===== src/rtl/regfile_wb_arbiter_pkg.sv =====
// Shared widths and types for the register-file writeback arbiter.
package regfile_pkg;
  localparam int ADDR_W   = 5;
  localparam int DATA_W   = 32;
  localparam int NREQ_MAX = 8;

  typedef logic [ADDR_W-1:0] reg_addr_t;

  typedef struct packed {
    reg_addr_t         addr;
    logic [DATA_W-1:0] data;
  } wb_req_t;
endpackage


===== src/rtl/regfile_wb_arbiter_rr_arbiter.sv =====
// Round-robin arbiter: combinational one-hot grant scanning from rPrio,
// pointer advances past the winner on every grant.
module rr_arbiter #(
  parameter int NREQ  = 2,
  parameter int IDX_W = (NREQ > 1) ? $clog2(NREQ) : 1
) (
  input  logic             iClk,
  input  logic             iReset,
  input  logic [NREQ-1:0]  iReq,
  output logic [NREQ-1:0]  oGrant,
  output logic [IDX_W-1:0] oGrantIdx,
  output logic             oAny
);
  import regfile_pkg::*;

  logic [IDX_W-1:0] rPrio;
  logic [IDX_W:0]   sum;
  logic [IDX_W-1:0] idx;

  always_comb begin
    oGrant    = '0;
    oGrantIdx = '0;
    oAny      = 1'b0;
    sum       = '0;
    idx       = '0;
    if (!iReset) begin
      for (int k = 0; k < NREQ; k++) begin
        sum = {1'b0, rPrio} + (IDX_W+1)'(k);
        if (sum >= (IDX_W+1)'(NREQ)) sum = sum - (IDX_W+1)'(NREQ);
        idx = sum[IDX_W-1:0];
        if (!oAny && iReq[idx]) begin
          oAny        = 1'b1;
          oGrant[idx] = 1'b1;
          oGrantIdx   = idx;
        end
      end
    end
  end

  always_ff @(posedge iClk) begin
    if (iReset)
      rPrio <= '0;
    else if (oAny)
      rPrio <= (oGrantIdx == IDX_W'(NREQ-1)) ? '0 : oGrantIdx + IDX_W'(1);
  end
endmodule


===== src/rtl/regfile_wb_arbiter.sv =====
// Shares the register-file write port among NREQ writeback sources.
// Define WB_FWD_EN to bypass the registered write onto the read ports.
module regfile_wb_arbiter #(
  parameter int NREQ   = 2,
  parameter int ADDR_W = regfile_pkg::ADDR_W,
  parameter int DATA_W = regfile_pkg::DATA_W
) (
  input  logic                   iClk,
  input  logic                   iReset,
  input  logic [NREQ-1:0]        iReqValid,
  input  logic [NREQ*ADDR_W-1:0] iReqAddr,
  input  logic [NREQ*DATA_W-1:0] iReqData,
  output logic [NREQ-1:0]        oReqReady,
  output logic                   oWe,
  output logic [ADDR_W-1:0]      oWaddr,
  output logic [DATA_W-1:0]      oWdata,
  input  logic [ADDR_W-1:0]      iRaddr1,
  input  logic [ADDR_W-1:0]      iRaddr2,
  input  logic [DATA_W-1:0]      iRdata1,
  input  logic [DATA_W-1:0]      iRdata2,
  output logic [DATA_W-1:0]      oRdata1,
  output logic [DATA_W-1:0]      oRdata2
);
  import regfile_pkg::*;

  localparam int IDX_W = (NREQ > 1) ? $clog2(NREQ) : 1;

  logic [NREQ-1:0]   grant;
  logic [IDX_W-1:0]  grantIdx;
  logic              anyGrant;
  logic [ADDR_W-1:0] selAddr;
  logic [DATA_W-1:0] selData;

  rr_arbiter #(.NREQ(NREQ), .IDX_W(IDX_W)) u_arb (
    .iClk      (iClk),
    .iReset    (iReset),
    .iReq      (iReqValid),
    .oGrant    (grant),
    .oGrantIdx (grantIdx),
    .oAny      (anyGrant)
  );

  assign oReqReady = grant;

  // Grant is one-hot, so an OR of masked lanes is the mux.
  always_comb begin
    selAddr = '0;
    selData = '0;
    for (int i = 0; i < NREQ; i++) begin
      if (grant[i]) begin
        selAddr = selAddr | iReqAddr[i*ADDR_W +: ADDR_W];
        selData = selData | iReqData[i*DATA_W +: DATA_W];
      end
    end
  end

  // Writes to x0 are accepted but never reach the register file.
  always_ff @(posedge iClk) begin
    if (iReset) begin
      oWe    <= 1'b0;
      oWaddr <= '0;
      oWdata <= '0;
    end else if (anyGrant && selAddr != '0) begin
      oWe    <= 1'b1;
      oWaddr <= selAddr;
      oWdata <= selData;
    end else begin
      oWe    <= 1'b0;
    end
  end

`ifdef WB_FWD_EN
  assign oRdata1 = (oWe && oWaddr == iRaddr1 && iRaddr1 != '0) ? oWdata : iRdata1;
  assign oRdata2 = (oWe && oWaddr == iRaddr2 && iRaddr2 != '0) ? oWdata : iRdata2;
`else
  logic unused_raddr;
  assign unused_raddr = ^{iRaddr1, iRaddr2, grantIdx};
  assign oRdata1 = iRdata1;
  assign oRdata2 = iRdata2;
`endif
endmodule


===== config.mk =====
export PLATFORM = sky130hd
export DESIGN_NAME = regfile_wb_arbiter
export DESIGN_NICKNAME = d
export VERILOG_FILES = /design/src/rtl/regfile_wb_arbiter_pkg.sv /design/src/rtl/regfile_wb_arbiter_rr_arbiter.sv /design/src/rtl/regfile_wb_arbiter.sv
export SDC_FILE = /design/constraint.sdc
export NUM_CORES = 1
export LEC_CHECK = 0
export BUFFER_PORTS_ARGS = -buffer_cell sky130_fd_sc_hd__buf_2
export CORE_AREA = 2 2 100 102
export CTS_CLUSTER_SIZE = 16
export DETAILED_ROUTE_END_ITERATION = 16
export DIE_AREA = 0 0 102 104
export PLACE_DENSITY_LB_ADDON = 0.25
export SLEW_MARGIN = 30
export SYNTH_ARGS = -nofsm -noshare
export SYNTH_HDL_FRONTEND = slang
export SYNTH_SLANG_ARGS = --single-unit

===== constraint.sdc =====
create_clock -name iClk -period 3.2 [get_ports iClk]
set_input_delay 0.64 -clock iClk [delete_from_list [all_inputs] [get_ports iClk]]
set_output_delay 0.64 -clock iClk [all_outputs]
set_load 0.03 [all_outputs]

==> results by group <==
CTS
  • Clk buf depth: 2
  • Clock slew at reported path FFs: about 0.070 ns
  • CTS tree: done
  • CTS Buf Count: 5
  • CTS Hold Buffers Added: 0
  • Setup Buffers After CTS: 0
  • H-tree levels: 2
  • Resized cells post-CTS: 0
  • CTS root buffer: clkbuf_8
  • Insertion delay to the later sink of the worst-skew pair: 0.28 ns
  • TritonCTS Sinks: 39

STA
  • Setup TNS: 0 ns
  • Clock skew: between 0.008 and 0.009 ns
  • Final hold viol count: 0
  • Final-report setup violation count: 0
  • Count of final max-slew check failures: 0
  • Worst-Margin Slew: 0.549 ns
  • Max Fclk: 432 MHz
  • Hold WS: 0.497 ns
  • Slew headroom: 63.3%
  • Final period utilization: 72.4%
  • RSZ-0062 raised after global routing: no
  • Period minus WS final: 2.32 ns

Cells and area
  • Layout cells sized above 1: 55.2%
  • Area Growth Syn to Fin: 11.9%
  • Commonest non-fill, non-tap cell in the layout: buf_2
  • Final core utilization: 27.6%
  • Nets: 448
  • Post-route insts no fill: between 400 and 500
  • Most frequent cells in the layout: buf_2, dfxtp_1, a22oi_1, o31ai_1, a21oi_2
  • Antenna cells: 0

Critical path
  • Crit path DAT: about 2.5 ns
  • Critical-path top delay cell: a21oi_4
  • R2r setup slk: 1.02 ns
  • Crit-path max FO: 20
  • Worst EP required: 3.37 ns
  • Cells on worst reg2reg path: 6
  • FF-to-FF End: oWaddr[2]
  • Worst setup path category: primary input to register
  • Crit path largest cell delay: 0.52 ns
  • Crit end category: register
  • Crit-path cells: buf_2 > a21boi_2 > a32oi_1 > a21oi_4 > buf_4 > nor2_1 > a41o_1
  • Launching point of the worst reg2reg path: u_arb.rPrio
  • Startpoint types: primary input

Global routing
  • First-pass GRT wire length: 10,400 microns
  • Total grt overflow: 0
  • Largest net degree at the start of global routing: 35
  • Total track usage: 12.4%
  • Vias in the first global route: ~2,000
  • Initial antenna violation count: 0

Yosys
  • Part of the Yosys area used for sequential elements: 33.2%
  • Mapped Nets: 403
  • Post-synth EDFFs: 0
  • Synth Warn #: 0
  • Synthesized cell area: between 2000 and 2500 sq um
  • Post-synth ARST share: 0%
  • Unique masters post-synth: 25
  • Yosys reg bits: 39
  • Dominant synthesized flop cell: dfxtp_1
  • Gate Count Post-Synth: roughly 250
  • Post-Syn Area per Cell: 9.38 sq um

Route
  • Post-Route WL: 6770 microns
  • Remaining antenna violation count: 0
  • Detailed router's first-iteration violation count: 64
  • DR DRC count: 0
  • DRT Pass-1 Iters: 4
  • Vias after detailed routing: 1,992
  • Wire per inst: roughly 16 microns
  • Vias per cell: ~4.6

Place
  • Input/output buffers: 117
  • HPWL after detailed placement: about 5000 microns
  • Dpl cells: 422
  • GPL Wtd Cong: 0.696

Floorplan
  • Die Area: 10,600 sq um
  • Rows: 36
  • Initial Utilization: between 20 and 25%
  • Die H: 104 microns
  • Die Wd: a little over 100 microns
  • Core box area: between 9000 and 10,000 sq um
  • # IOs: about 260

Power
  • LEAKAGE: 0.00115 uW
  • Pwr Density: 489 nW/um^2
  • Total power: approximately 1300 uW
  • Maximum vdd ir drop: 0.000155 V

Run
  • Max Cap Viol: 0

Hold path
  • Hold Crit Class: register to register
  • WHS Endpoint: oWaddr[3]
  • Hold Startpoint: oWaddr[3]
  • Hold path cells: 1

Run status
  • Status: finished, final reports clean
-- cells in the mapped netlist (2+ instances only) --
cell | instances | area [sq um]
nor2_1 | 5 | 18.8
dfxtp_1 | 39 | 781
buf_2 | 2 | 10.0
clkbuf_1 | 16 | 60.1
a22oi_1 | 32 | 240
a32oi_1 | 5 | 43.8
a21oi_2 | 30 | 263
or2_1 | 3 | 18.8
a21oi_1 | 5 | 25.0
a41o_1 | 2 | 20.0
buf_4 | 64 | 480
o21ai_0 | 2 | 10.0
o31ai_1 | 32 | 240
buf_12 | 3 | 60.1
-- state kept, by name, indices dropped and copies added, names as in the netlist --
name	count
oWaddr	5
oWdata	32
oWe	1
u_arb.rPrio	1
-- cells by family after synthesis --
logic type,share of synthesized area (%)
AO/OA/AOI/OAI,37.4
buffers and inverters,26.7
flip-flops,33.2
AND/OR/NAND/NOR,2.66
-- power by group --
group	internal [uW]	total [uW]	switching, uW
logic	137	402	265
registers	536	562	25.9
clock network	153	323	170
-- worst max path at each step --
stage	startpoint	slack, ns	endpoint	cells after the start
after floorplan	iReqValid[0]	0.90	oReqReady[0]	4
after global placement	iReqValid[1]	0.65	oWaddr[2]	7
after detailed placement	iReqValid[1]	0.58	oWaddr[2]	7
after CTS	iReqValid[1]	0.89	oWaddr[2]	7
after global routing	iReqValid[1]	0.78	oWaddr[2]	7
final	iReqValid[1]	0.88	oWaddr[2]	7
-- worst max-delay path, delay by kind of cell --
family          cells  cell delay, ns
buf+inv             2            0.51
simple gates        1            0.10
compound gates      4            1.22
-- through the flow --
| stage | cell area [sq um] | worst slack (ns) |
|---|---|---|
| after CTS | 2630 | 0.888 |
| after global placement | 2550 | 0.646 |
| final | 2630 | 0.884 |
| after detailed placement | 2550 | 0.576 |
| after floorplan | 2350 | 0.898 |
| after global routing | 2630 | 0.775 |
-- layout make-up --
type / count / area (sq um)
Inverter: 2 / 7.51
Clock inverter: 1 / 5.00
Tap cell: 133 / 166
Clock buffer: 7 / 76.3
Timing Repair Buffer: 124 / 638
Fill cell: 1083 / 6920
Sequential cell: 39 / 781
Multi-Input combinational cell: 124 / 960
-- layer usage --
layer	share of wire, %	vias to the layer above	global-route usage [%]
met5	0	-	0
met1	42	910	15.2
met3	7.8	22	3.43
met2	48	101	20.6
li1	-	959	-
met4	1.9	0	4.10
No activity file was read; power rests on OpenSTA's default activity.
